`src/rtl/snake_ctrl.sv`:
```
// Snake movement/body controller: steps the head every FRAMES_PER_STEP frames,
// keeps the body in a ring buffer, scans for collisions. Optional: SNAKE_WRAP_EN.
module snake_ctrl #(
  parameter int GRID_SIZE       = 16,
  parameter int FRAME_X_SIZE    = 40,
  parameter int FRAME_Y_SIZE    = 20,
  parameter int FRAME_X_OUTSIDE = 192,
  parameter int FRAME_Y_OUTSIDE = 224,
  parameter int FRAMES_PER_STEP = 8,
  parameter int MAX_LEN         = 16,
  parameter int INIT_LEN        = 3
) (
  input  logic        pclk,
  input  logic        rst,
  input  logic        vsync_in,
  input  logic        start,
  input  logic [3:0]  dir_in,
  input  logic        dir_valid,
  input  logic        grow,
  input  logic [3:0]  seg_idx,
  output logic [5:0]  seg_col,
  output logic [4:0]  seg_row,
  output logic        seg_valid,
  output logic [10:0] head_x,
  output logic [10:0] head_y,
  output logic [4:0]  length,
  output logic        alive,
  output logic        game_over,
  output logic        step_pulse
);

  localparam int AW        = $clog2(MAX_LEN);
  localparam int CNTW      = $clog2(FRAMES_PER_STEP + 1) + 1;
  localparam int START_COL = FRAME_X_SIZE / 2;
  localparam int START_ROW = FRAME_Y_SIZE / 2;
  // one-hot {up, down, left, right}
  localparam logic [3:0] DIR_RIGHT = 4'b0001;

  typedef enum logic [2:0] {S_IDLE, S_RUN, S_MOVE, S_CHECK, S_DEAD} state_t;

  // Initial body: head at ring slot 0, trailing cells in the slots behind it.
  function automatic logic [5:0] init_col(input int i);
    int k;
    k = (MAX_LEN - i) % MAX_LEN;
    return (k < INIT_LEN) ? 6'(START_COL - k) : 6'd0;
  endfunction

  function automatic logic [4:0] init_row(input int i);
    int k;
    k = (MAX_LEN - i) % MAX_LEN;
    return (k < INIT_LEN) ? 5'(START_ROW) : 5'd0;
  endfunction

  function automatic logic [10:0] pix_x(input logic [5:0] c);
    return 11'(FRAME_X_OUTSIDE) + 11'(c) * 11'(GRID_SIZE);
  endfunction

  function automatic logic [10:0] pix_y(input logic [4:0] r);
    return 11'(FRAME_Y_OUTSIDE) + 11'(r) * 11'(GRID_SIZE);
  endfunction

  function automatic logic [3:0] rev_dir(input logic [3:0] d);
    return {d[2], d[3], d[0], d[1]};
  endfunction

  state_t            state_q, state_d;
  logic              vs_q;
  logic [CNTW-1:0]   cnt_q, cnt_d;
  logic [3:0]        dir_q, dir_d;
  logic [3:0]        cdir_q, cdir_d;
  logic [3:0]        mdir_q, mdir_d;
  logic [AW-1:0]     head_ptr_q, head_ptr_d;
  logic [4:0]        len_q, len_d;
  logic              pend_q, pend_d;
  logic [4:0]        scan_q, scan_d;
  logic [5:0]        nxt_col_q, nxt_col_d;
  logic [4:0]        nxt_row_q, nxt_row_d;
  logic [10:0]       hx_q, hx_d;
  logic [10:0]       hy_q, hy_d;
  logic              step_q, step_d;
  logic [5:0]        seg_col_q, seg_col_d;
  logic [4:0]        seg_row_q, seg_row_d;
  logic              seg_vld_q, seg_vld_d;
  logic [5:0]        body_col_q [MAX_LEN];
  logic [5:0]        body_col_d [MAX_LEN];
  logic [4:0]        body_row_q [MAX_LEN];
  logic [4:0]        body_row_d [MAX_LEN];

  logic          tick, commit, init, hit, wall, dir_ok, running;
  logic [AW-1:0] wr_ptr, scan_ptr, rd_ptr;
  logic [4:0]    scan_last;
  logic [5:0]    hcol, mv_col;
  logic [4:0]    hrow, mv_row;

  always_comb begin
    tick     = vsync_in & ~vs_q;
    running  = (state_q == S_RUN) || (state_q == S_MOVE) || (state_q == S_CHECK);
    wr_ptr   = head_ptr_q + AW'(1);
    scan_ptr = head_ptr_q - AW'(scan_q);
    rd_ptr   = head_ptr_q - AW'(seg_idx);
    // The tail cell vacates on this move unless growth is pending.
    scan_last = pend_q ? (len_q - 5'd1) : (len_q - 5'd2);
    hit      = (body_col_q[scan_ptr] == nxt_col_q) && (body_row_q[scan_ptr] == nxt_row_q);

    hcol   = body_col_q[head_ptr_q];
    hrow   = body_row_q[head_ptr_q];
    mv_col = hcol;
    mv_row = hrow;
    if (dir_q[0])      mv_col = hcol + 6'd1;
    else if (dir_q[1]) mv_col = hcol - 6'd1;
    else if (dir_q[3]) mv_row = hrow - 5'd1;
    else               mv_row = hrow + 5'd1;
    wall = (mv_col == 6'd0) || (mv_col == 6'(FRAME_X_SIZE - 1)) ||
           (mv_row == 5'd0) || (mv_row == 5'(FRAME_Y_SIZE - 1));
`ifdef SNAKE_WRAP_EN
    if (mv_col == 6'd0)                       mv_col = 6'(FRAME_X_SIZE - 2);
    else if (mv_col == 6'(FRAME_X_SIZE - 1))  mv_col = 6'd1;
    if (mv_row == 5'd0)                       mv_row = 5'(FRAME_Y_SIZE - 2);
    else if (mv_row == 5'(FRAME_Y_SIZE - 1))  mv_row = 5'd1;
`endif

    dir_ok = dir_valid && (dir_in != 4'd0) && ((dir_in & (dir_in - 4'd1)) == 4'd0) &&
             (dir_in != rev_dir(cdir_q));

    state_d   = state_q;
    cnt_d     = cnt_q + CNTW'(running && tick);
    dir_d     = dir_q;
    cdir_d    = cdir_q;
    mdir_d    = mdir_q;
    scan_d    = scan_q;
    nxt_col_d = nxt_col_q;
    nxt_row_d = nxt_row_q;
    commit    = 1'b0;
    init      = 1'b0;

    case (state_q)
      S_IDLE: if (start) begin
        state_d = S_RUN;
        cnt_d   = '0;
      end
      S_RUN: if (cnt_q >= CNTW'(FRAMES_PER_STEP)) begin
        state_d = S_MOVE;
        cnt_d   = CNTW'(tick);
      end
      S_MOVE: begin
        nxt_col_d = mv_col;
        nxt_row_d = mv_row;
        mdir_d    = dir_q;
        scan_d    = '0;
`ifdef SNAKE_WRAP_EN
        state_d   = S_CHECK;
`else
        state_d   = wall ? S_DEAD : S_CHECK;
`endif
      end
      S_CHECK: begin
        if (hit) begin
          state_d = S_DEAD;
        end else if (scan_q == scan_last) begin
          commit  = 1'b1;
          state_d = S_RUN;
        end else begin
          scan_d = scan_q + 5'd1;
        end
      end
      S_DEAD: if (start) begin
        init    = 1'b1;
        state_d = S_RUN;
        cnt_d   = '0;
      end
      default: state_d = S_IDLE;
    endcase

    if (state_q != S_DEAD && dir_ok) dir_d = dir_in;
    if (commit) cdir_d = mdir_q;

    pend_d = pend_q;
    if (commit) pend_d = 1'b0;
    if (grow && running) pend_d = 1'b1;

    len_d      = len_q;
    head_ptr_d = head_ptr_q;
    hx_d       = hx_q;
    hy_d       = hy_q;
    body_col_d = body_col_q;
    body_row_d = body_row_q;
    if (commit) begin
      head_ptr_d         = wr_ptr;
      body_col_d[wr_ptr] = nxt_col_q;
      body_row_d[wr_ptr] = nxt_row_q;
      hx_d               = pix_x(nxt_col_q);
      hy_d               = pix_y(nxt_row_q);
      if (pend_q && len_q < 5'(MAX_LEN)) len_d = len_q + 5'd1;
    end
    if (init) begin
      head_ptr_d = '0;
      len_d      = 5'(INIT_LEN);
      pend_d     = 1'b0;
      dir_d      = DIR_RIGHT;
      cdir_d     = DIR_RIGHT;
      hx_d       = pix_x(6'(START_COL));
      hy_d       = pix_y(5'(START_ROW));
      for (int i = 0; i < MAX_LEN; i++) begin
        body_col_d[i] = init_col(i);
        body_row_d[i] = init_row(i);
      end
    end

    step_d    = commit;
    seg_col_d = body_col_q[rd_ptr];
    seg_row_d = body_row_q[rd_ptr];
    seg_vld_d = {1'b0, seg_idx} < len_q;
  end

  always_ff @(posedge pclk or posedge rst) begin
    if (rst) begin
      state_q    <= S_IDLE;
      vs_q       <= 1'b0;
      cnt_q      <= '0;
      dir_q      <= DIR_RIGHT;
      cdir_q     <= DIR_RIGHT;
      mdir_q     <= DIR_RIGHT;
      head_ptr_q <= '0;
      len_q      <= 5'(INIT_LEN);
      pend_q     <= 1'b0;
      scan_q     <= '0;
      nxt_col_q  <= '0;
      nxt_row_q  <= '0;
      hx_q       <= pix_x(6'(START_COL));
      hy_q       <= pix_y(5'(START_ROW));
      step_q     <= 1'b0;
      seg_col_q  <= '0;
      seg_row_q  <= '0;
      seg_vld_q  <= 1'b0;
      for (int i = 0; i < MAX_LEN; i++) begin
        body_col_q[i] <= init_col(i);
        body_row_q[i] <= init_row(i);
      end
    end else begin
      state_q    <= state_d;
      vs_q       <= vsync_in;
      cnt_q      <= cnt_d;
      dir_q      <= dir_d;
      cdir_q     <= cdir_d;
      mdir_q     <= mdir_d;
      head_ptr_q <= head_ptr_d;
      len_q      <= len_d;
      pend_q     <= pend_d;
      scan_q     <= scan_d;
      nxt_col_q  <= nxt_col_d;
      nxt_row_q  <= nxt_row_d;
      hx_q       <= hx_d;
      hy_q       <= hy_d;
      step_q     <= step_d;
      seg_col_q  <= seg_col_d;
      seg_row_q  <= seg_row_d;
      seg_vld_q  <= seg_vld_d;
      body_col_q <= body_col_d;
      body_row_q <= body_row_d;
    end
  end

  assign seg_col    = seg_col_q;
  assign seg_row    = seg_row_q;
  assign seg_valid  = seg_vld_q;
  assign head_x     = hx_q;
  assign head_y     = hy_q;
  assign length     = len_q;
  assign alive      = running;
  assign game_over  = (state_q == S_DEAD);
  assign step_pulse = step_q;

endmodule

```
`config.mk`:
```
export PLATFORM = sky130hd
export DESIGN_NAME = snake_ctrl
export DESIGN_NICKNAME = d
export VERILOG_FILES = /design/src/rtl/snake_ctrl.sv
export SDC_FILE = /design/constraint.sdc
export NUM_CORES = 1
export LEC_CHECK = 0
export CAP_MARGIN = 20
export CORE_MARGIN = 1
export CORE_UTILIZATION = 50
export CTS_CLUSTER_DIAMETER = 40
export DETAILED_ROUTE_END_ITERATION = 8
export GPL_TIMING_DRIVEN = 0
export PLACE_DENSITY = 0.68
export SLEW_MARGIN = 40
export SYNTH_ARGS = -nofsm -noshare
export SYNTH_HDL_FRONTEND = slang
export SYNTH_SLANG_ARGS = --single-unit
```
`constraint.sdc`:
```
create_clock -name pclk -period 19.5 [get_ports pclk]
set_input_delay 3.9 -clock pclk [delete_from_list [all_inputs] [get_ports pclk]]
set_output_delay 3.9 -clock pclk [all_outputs]
set_load 0.01 [all_outputs]
```
---- Yosys cells after proc, flatten, opt, wreduce, memory -nomap -nowiden ----
Cells that the tools add are included.
W data, S select, Z words.
operators by class
  bitwise gates (word level) .............. 7
  muxes and demuxes ....................... 67
  $lt $le $gt $ge ......................... 8
  multipliers ............................. 0
  shift operators ......................... 0
  eq/ne operators ......................... 16
  $add $sub $neg .......................... 15
  divide/modulo/power cells ............... 0
  reductions and logical operators ........ 28
operators by type and width
  operator                 number
  $mux W96                 2
  $mux W80                 2
  $bwmux W96               1
  $mux W5                  18
  $bwmux W80               1
  $bmux W6 S4              3
  $bmux W5 S4              3
  $mux W6                  9
  $mux W11                 4
  $demux W6 S4             1
  $mux W4                  6
  $demux W5 S4             1
  $ge A5 B5 Y1 const B     4
  $not A4 Y5               4
  $pmux W5 S2              2
  $add A5 B1 Y5 const B    3
  $mux W3                  5
  $pmux W3 S4              1
  $add A8 B10 Y11 const A  1
  $add A8 B9 Y10 const A   1
  $eq A5 B5 Y1             2
  $sub A5 B1 Y5 const B    2
  $logic_and A1 B1 Y1      9
  $mux W1                  8
  other kinds (36)         48
storage, ports and cells
  ROM bits ................................ 0
  output and inout port bits .............. 42
  memories ................................ 0
  RAM bits ................................ 0
  latch bits .............................. 0
  bits in registers ....................... 258

---- Depth between registers and ports, before layout ----
Gate-level depths: netlist (run 1).
  depth after elaboration ................. 13
  depth in mapped cells ................... 22
  gate-level depth less buffers ........... 15

---- Least setup slack after synthesis (run 1) ----
No wires, ideal clock.
  path kind ............................... input port to flip-flop
  start ................................... input seg_idx[0]
  end ..................................... register seg_col_q[0] (netlist: seg_col[0])
  stages on the path ...................... 7
  path slack .............................. 12981 ps
  data arrival time ....................... 6382 ps
  cell sequence ........................... ha_1 clkbuf_1 clkbuf_1 buf_1 mux4_2 mux2i_1 a21oi_1
between the ends
  word-level cells in the longest chain between the ends .. 5
RTL lines
  what                                        RTL line  source
  from (decl)                                 20        input logic [3:0] seg_idx,
  $sub A4 B4 Y4                               100       rd_ptr = head_ptr_q - AW'(seg_idx);
  $not A4 Y5 (not written as such)            210       seg_col_d = body_col_q[rd_ptr];
  $bmux W6 S4                                 210
  $mux W6 (not written as such) (2 in a row)  210
  net seg_col_d[0]                            81        logic [5:0] seg_col_q, seg_col_d;
  to (signal assigned)                        255       seg_col_q <= seg_col_d;
  to (decl)                                   81
The timed path passes the listed nets, and every way through them passes these cells. The select of a mux whose other input is x is not followed.
A chain may end at the register's enable or synchronous reset.

---- Final worst setup path (run 1) ----
  start ................................... input seg_idx[0]
  end ..................................... register seg_row_q[4] (netlist: seg_row[4])
between the ends
  word-level cells in the longest chain between the ends .. 5
RTL lines
  what                                        RTL line  source
  $sub A4 B4 Y4                               100
  $not A4 Y5 (not written as such)            211       seg_row_d = body_row_q[rd_ptr];
  $bmux W5 S4                                 211
  $mux W5 (not written as such) (2 in a row)  211
  net seg_row_d[4]                            82        logic [4:0] seg_row_q, seg_row_d;
  to (signal assigned)                        256       seg_row_q <= seg_row_d;
  to (decl)                                   82
The timed path passes the listed nets, and every way through them passes these cells. The select of a mux whose other input is x is not followed.

==> key figures, run 1 <==
Outcome
  – Result of the run: finished, final reports clean

Routing
  – Wire per inst: 29.0 um
  – Drt initial violations: 1809
  – Count of nets left with antenna violations after detail routing: 0
  – Vias per cell: 6.87
  – Routed wire length: 56500 um
  – Drc violations: 0
  – Via count of the routed design: 13400
  – Detailed-routing iteration count for the pre-antenna-repair pass: 7

Floorplanning
  – Die height: 179 um
  – FP Rows: 64
  – Count of boundary I/O pins: 56
  – Die X: 179 um
  – Effective utilization at floorplan: 51.0%
  – Core ar.: 30700 um2
  – Die Area: 32000 um2

Yosys
  – Cell taking the most area after synthesis: sky130_fd_sc_hd__dfrtp_1
  – Top cells by area, synth: sky130_fd_sc_hd__dfrtp_1, sky130_fd_sc_hd__mux4_2, sky130_fd_sc_hd__mux2i_1, sky130_fd_sc_hd__o21ai_0, sky130_fd_sc_hd__nand2_1
  – Proportion of netlist area held by the largest area contributor: 36.5%
  – Count of distinct cell types in the synthesized netlist: 67
  – Mean area per synthesized cell: 10.9 um2
  – Post-synthesis sequential element count: 249
  – Yosys warns: 0
  – Cell count after synthesis: 1429
  – Dominant register cell in the synthesized netlist: sky130_fd_sc_hd__dfrtp_1
  – Share of flip-flops with an asynchronous set or reset: 100%
  – Cell with the most instances after synthesis: sky130_fd_sc_hd__dfrtp_1
  – Part of the Yosys area used for sequential elements: 40.0%
  – Post-synth EDFFs: 0
  – Cell area after synthesis: 15600 um2
  – Most common library cells after synthesis: sky130_fd_sc_hd__dfrtp_1, sky130_fd_sc_hd__nand2_1, sky130_fd_sc_hd__o21ai_0, sky130_fd_sc_hd__mux4_2, sky130_fd_sc_hd__mux2i_1

CTS
  – Clock net sink count: 249
  – Clock transition at path regs: 0.06 ns
  – Later-pin clock latency in the skew report: 0.53 ns
  – CTS tree: yes
  – Buffer depth of the longest clock path: 3
  – Number of H-tree branching levels: 2
  – Post-CTS Setup Bufs: 0
  – Number of buffers created by CTS: 39
  – Gates resized, CTS repair: 0
  – Clock root buffer: sky130_fd_sc_hd__clkbuf_16
  – Hold buffer count at CTS: 0

Power and ir drop
  – Power density of the placed cells: 167 nW/um2
  – Leakage Power: 7.48 nW
  – Peak supply drop: 0.0769 mV

Run
  – Number of max-cap violations: 0

STA
  – RSZ-0062 raised after global routing: false
  – Max Slew Vio Count: 0
  – Post-route minimum period: 7.57 ns
  – Fraction of the cycle the final worst path needs: 38.8%
  – Max Fclk: 132 MHz
  – Final number of setup-violating endpoints: 0
  – Final hold violation count: 0
  – Total Negative Setup Slacks: 0 ns
  – Max-Slew Margin vs Limit: 38.2%
  – Pin slew with the least headroom to its limit: 0.927 ns
  – Hold WS: 0.465 ns
  – Setup slack after layout: 11.93 ns
  – Worst clock skew: 0.0241 ns

Setup path
  – Data arrival time of the critical path: 7.92 ns
  – Critical path buffers and inverters: 4
  – Reg2Reg Depth: 20
  – Worst endpoint required time: 19.86 ns
  – Endpoint kind of the worst setup timing path: flip-flop
  – Worst path max stage delay: 0.76 ns
  – Critical path depth in cells: 9
  – Kind of cell adding the most delay to the critical path: buffers and inverters
  – Kind of start point of the critical path: primary input
  – Critical Path Fanout Max: 10
  – Cell occurring most often along the worst timing path: sky130_fd_sc_hd__clkbuf_1
  – Type of the worst setup path: in -> reg
  – Worst-path cell with the longest stage delay: sky130_fd_sc_hd__clkbuf_1
  – Crit path cell chain: clkdlybuf4s50_1, ha_1, fa_1, clkbuf_1, clkbuf_1, clkbuf_1, mux4_2, mux2i_1, a21oi_1

Global route
  – First-pass GRT wire length: 83700 um
  – Vias in the first global route: 13000
  – Initial antenna violation count: 0
  – Largest net degree at the start of global routing: 78
  – Remaining global-route overflow: 0
  – Overall global routing resource usage: 36.6%

Layout
  – Count of fill cells added during filler insertion: 2573
  – Final-stage net count: 1573
  – Final standard cell utilization of the core: 58.9%
  – Antenna diode count: 0
  – Relative area change from synthesis to final layout: 15.6%
  – Area of combinational cells with multiple inputs: 8590 um2
  – Area taken by flip-flops and latches: 6260 um2
  – Ratio of cells with drive above 1 in the final layout: 20.4%

Placement
  – Final HPWL from detailed placement: 39600 um
  – Setup slack after placement: 11.58 ns
  – Number of port buffers: 46
  – Final estimated routing congestion in global placement: 1.02

Hold path
  – Classification of the worst-slack hold path: reg -> reg
  – Worst hold path stage count: 2
power by group:
group          internal [W]  switching [W]
logic              0.000654       0.000904
registers          0.000634       0.000112
clock network      0.000446       0.000272
metrics by stage:
stage | cells | area (um2) | power (W)
after floorplan | 1437 | 15700 | 0.00174
after global placement | 1879 | 16600 | 0.00222
after detailed placement | 1882 | 16700 | 0.00225
after CTS | 1952 | 18100 | 0.00296
after global routing | 1952 | 18100 | 0.00313
final | 1952 | 18100 | 0.00302
tightest hold or removal path, stage by stage, from the launching register on:
cell and delay, ns:
sky130_fd_sc_hd__dfstp_2 0.37, sky130_fd_sc_hd__nand2_1 0.05, sky130_fd_sc_hd__nand2_1 0.05
layer usage:
| layer | part of all wire [%] | track usage [%] | wire [um] | vias to the layer above |
|---|---|---|---|---|
| met3 | 14 | 12.3 | 7820 | 192 |
| li1 | - | - | - | 5492 |
| met5 | 0 | 0 | 0 | - |
| met2 | 44 | 53.4 | 24800 | 1038 |
| met1 | 37 | 48.3 | 20800 | 6695 |
| met4 | 5.4 | 18.6 | 3070 | 0 |
final timing paths:
kind                                            from                    endpoint  slack, ns
max                                       seg_idx[0]        seg_row[4]$_DFF_PP0_      11.93
min                            mdir_q[0]$_DFFE_PP1N_       mdir_q[0]$_DFFE_PP1N_       0.47
max reg2reg                head_ptr_q[0]$_DFFE_PP0P_  body_row_q[34]$_DFFE_PP0P_      13.21
min reg2reg                    mdir_q[0]$_DFFE_PP1N_       mdir_q[0]$_DFFE_PP1N_       0.47
max in group asynchronous                        rst  body_col_q[92]$_DFFE_PP1P_      14.64
min in group asynchronous                        rst  body_row_q[18]$_DFFE_PP0P_       3.80
cell families after synthesis:
group	share of synthesized area [%]
multiplexers	26.1
AO/OA/AOI/OAI	11.4
AND/OR/NAND/NOR	11.9
buffers and inverters	5.34
XOR/XNOR	2.58
adder cells (fa/ha/maj)	2.70
other	0.0240
flip-flops	40.0
cell usage in the layout (no fill, tap or decap), types with 12 or more instances in the layout:
master,Yosys,final
sky130_fd_sc_hd__dfstp_2,21,21
sky130_fd_sc_hd__clkbuf_16,0,39
sky130_fd_sc_hd__nor2_1,38,38
sky130_fd_sc_hd__a211oi_1,12,12
sky130_fd_sc_hd__ha_1,29,29
sky130_fd_sc_hd__buf_4,20,20
sky130_fd_sc_hd__nand3_1,86,86
sky130_fd_sc_hd__inv_1,30,29
sky130_fd_sc_hd__a21oi_1,35,35
sky130_fd_sc_hd__o21ai_0,142,142
sky130_fd_sc_hd__xor2_1,15,14
sky130_fd_sc_hd__nand2_1,175,175
sky130_fd_sc_hd__nor2b_1,19,19
sky130_fd_sc_hd__xnor2_1,31,31
sky130_fd_sc_hd__dfrtp_1,228,228
sky130_fd_sc_hd__o211ai_1,31,31
sky130_fd_sc_hd__a22oi_1,17,17
sky130_fd_sc_hd__nor3_1,27,27
sky130_fd_sc_hd__mux2i_1,95,95
sky130_fd_sc_hd__clkdlybuf4s50_1,0,46
sky130_fd_sc_hd__buf_2,33,37
sky130_fd_sc_hd__clkbuf_1,66,61
sky130_fd_sc_hd__mux4_2,129,129
sky130_fd_sc_hd__o21ai_1,19,19
sequential cells by signal, summed over array words and instances, names as in the netlist, 6 cells and up:
signal      flops
head_x          7
body_row_q     80
head_y          6
nxt_col_q       6
body_col_q     96
seg_col         6
area by class of cell:
cell class                 count  area share (%)
buffer                       135            4.02
clock buffer                  48            5.86
clock inverter                22            1.48
inverter                      33           0.727
multi-input combinational   1020            47.5
sequential                   249            34.6
tap                          396            2.74
timing repair buffer          49            3.00
Power figures use the tool's default switching activity.
==> run 2, diff against run 1 <==
==> constraint.sdc (replaced) <==
create_clock -name pclk -period 7.2 [get_ports pclk]
set_input_delay 1.44 -clock pclk [delete_from_list [all_inputs] [get_ports pclk]]
set_output_delay 1.44 -clock pclk [all_outputs]
set_load 0.01 [all_outputs]
==> run 2 against run 1 <==
Against the previous run: register-to-register slack worse by 12 ns; wire length up 1.2%; utilization up 1.4 points; clock skew rose by 0.0025 ns; clock-buffer cell count rose by 7; critical path type is now reg -> reg; critical endpoint is now body_col_q[54]$_DFFE_PP0P_.
==> key figures, run 2 (same netlist as run 1, synthesis figures left out) <==
Layout
  – Relative area change from synthesis to final layout: 18.3%
  – Ratio of cells with drive above 1 in the final layout: 21.2%
  – Commonest cells after routing, fill and taps aside: sky130_fd_sc_hd__dfrtp_1, sky130_fd_sc_hd__nand2_1, sky130_fd_sc_hd__o21ai_0
  – Count of fill cells added during filler insertion: 2517
  – Most flop-heavy register: body_col_q
  – Most common library cell in the layout ignoring fill and taps: sky130_fd_sc_hd__dfrtp_1
  – Final-stage net count: 1587
  – Number of flip-flops in the largest register: 96

Power and ir drop
  – Peak supply drop: 0.212 mV
  – Leakage Power: 7.66 nW
  – Total power of the final layout: 0.00849 W
  – Power density of the placed cells: 459 nW/um2
  – Internal power summed over all cells: 0.00489 W
  – Net switching share of the total power: 42.4%
  – Psw: 0.00360 W
  – Portion of total power attributed to sequential cells: 23.8%
  – Clock network fraction of design power: 25.9%
  – Part of the total power dissipated in combinational logic: 50.4%

Routing
  – Wire per inst: 29.0 um
  – Vias per cell: 6.89
  – Routed wire length: 57200 um
  – Count of nets left with antenna violations after detail routing: 0
  – Via count of the routed design: 13600
  – Drt initial violations: 1635
  – Drc violations: 0
  – Detailed-routing iteration count for the pre-antenna-repair pass: 7

Floorplanning
  – Die X: 179 um
  – FP Rows: 64
  – Effective utilization at floorplan: 51.0%
  – Die Area: 32000 um2
  – Die height: 179 um
  – Core ar.: 30700 um2
  – Count of boundary I/O pins: 56

Run
  – Number of max-cap violations: 0

CTS
  – CTS tree: yes
  – Buffer depth of the longest clock path: 3
  – Gates resized, CTS repair: 0
  – Post-CTS Setup Bufs: 0
  – Clock transition at path regs: 0.06 ns
  – Hold buffer count at CTS: 0
  – Later-pin clock latency in the skew report: 0.56 ns
  – Clock root buffer: sky130_fd_sc_hd__clkbuf_16
  – Clock net sink count: 249
  – Number of H-tree branching levels: 2
  – Number of buffers created by CTS: 44

Setup path
  – Type of the worst setup path: reg -> reg
  – Crit path cell chain: buf_6, buf_2, buf_2, inv_1, ha_1, inv_1, fa_1, buf_4, buf_2, buf_4, buf_2, mux4_2, mux2i_1, mux2i_1, xnor2_1, nand4_1, buf_2, o21ai_2, clkbuf_1, o21ai_0
  – Endpoint kind of the worst setup timing path: flip-flop
  – Kind of cell adding the most delay to the critical path: buffers and inverters
  – Worst endpoint required time: 7.59 ns
  – Kind of start point of the critical path: flip-flop
  – Critical path buffers and inverters: 11
  – Cell occurring most often along the worst timing path: sky130_fd_sc_hd__buf_2
  – Worst-path cell with the longest stage delay: sky130_fd_sc_hd__clkbuf_1
  – Data arrival time of the critical path: 6.86 ns
  – Worst path max stage delay: 0.65 ns
  – Critical Path Fanout Max: 10

Global route
  – First-pass GRT wire length: 84400 um
  – Remaining global-route overflow: 0
  – Initial antenna violation count: 0
  – Overall global routing resource usage: 36.7%
  – Vias in the first global route: 13100
  – Largest net degree at the start of global routing: 26

STA
  – Max Slew Vio Count: 0
  – Post-route minimum period: 6.47 ns
  – Total Negative Setup Slacks: 0 ns
  – Max-Slew Margin vs Limit: 36.4%
  – Worst clock skew: 0.0266 ns
  – Final number of setup-violating endpoints: 0
  – Pin slew with the least headroom to its limit: 0.954 ns
  – RSZ-0062 raised after global routing: false
  – Fraction of the cycle the final worst path needs: 89.9%
  – Max Fclk: 155 MHz
  – Setup slack after layout: 0.729 ns
  – Final hold violation count: 0

Hold path
  – Classification of the worst-slack hold path: reg -> reg

Placement
  – Final estimated routing congestion in global placement: 0.989
  – Final HPWL from detailed placement: 41000 um
  – Setup slack after placement: 1.02 ns
  – Number of port buffers: 46

Outcome
  – Result of the run: finished, final reports clean
run 2: metal layers:
layer  share of wire (%)  GRT usage, %
met1                  38          48.9
met2                  43          53.5
met3                  13          12.2
met4                 5.2          18.0
met5                   0             0
run 2: path summary, 6_finish.rpt:
path	startpoint	end	slack, ns	depth (start not counted)
max	head_ptr_q[0]$_DFFE_PP0P_	body_col_q[54]$_DFFE_PP0P_	0.73	20
min in group asynchronous	rst	body_row_q[48]$_DFFE_PP0P_	1.28	2
max reg2reg	head_ptr_q[0]$_DFFE_PP0P_	body_col_q[54]$_DFFE_PP0P_	0.73	20
min	mdir_q[0]$_DFFE_PP1N_	mdir_q[0]$_DFFE_PP1N_	0.46	2
max in group asynchronous	rst	dir_q[0]$_DFFE_PP1P_	4.66	7
min reg2reg	mdir_q[0]$_DFFE_PP1N_	mdir_q[0]$_DFFE_PP1N_	0.46	2
run 2: per-stage QoR:
stage          cells  util, %  instance area [um2]  hold WS, ns
2_1_floorplan   1437        -                15700        0.439
3_3_place_gp    1879     54.2                16600        0.451
3_5_place_dp    1891     55.3                17000        0.454
4_1_cts         1973     60.3                18500        0.464
5_1_grt         1973     60.3                18500        0.492
6_report        1974     60.3                18500        0.460
run 2: worst min-delay path, stage by stage (launching register included):
cell	delay, ns
sky130_fd_sc_hd__dfstp_2	0.36
sky130_fd_sc_hd__nand2_1	0.05
sky130_fd_sc_hd__nand2_1	0.05
run 2: layout make-up:
cell class                      count  area [um2]  share of cell area, %
Multi-Input combinational cell   1020        8600                   46.5
Sequential cell                   249        6260                   33.8
Clock buffer                       55        1200                   6.51
Timing Repair Buffer               58         761                   4.11
Buffer                            135         724                   3.92
Tap cell                          396         495                   2.68
Clock inverter                     27         329                   1.78
Inverter                           33         128                  0.690
Antenna cell                        1        2.50                 0.0135
run 2: power by group through the flow:
stage | sequential [W] | combinational [W] | clock [W]
detailed placement | 0.00202 | 0.00412 | 0
global route | 0.00205 | 0.00447 | 0.00225
finish | 0.00202 | 0.00428 | 0.00219
global placement | 0.00201 | 0.00405 | 0
floorplan | 0.00195 | 0.00277 | 0
CTS | 0.00200 | 0.00414 | 0.00219
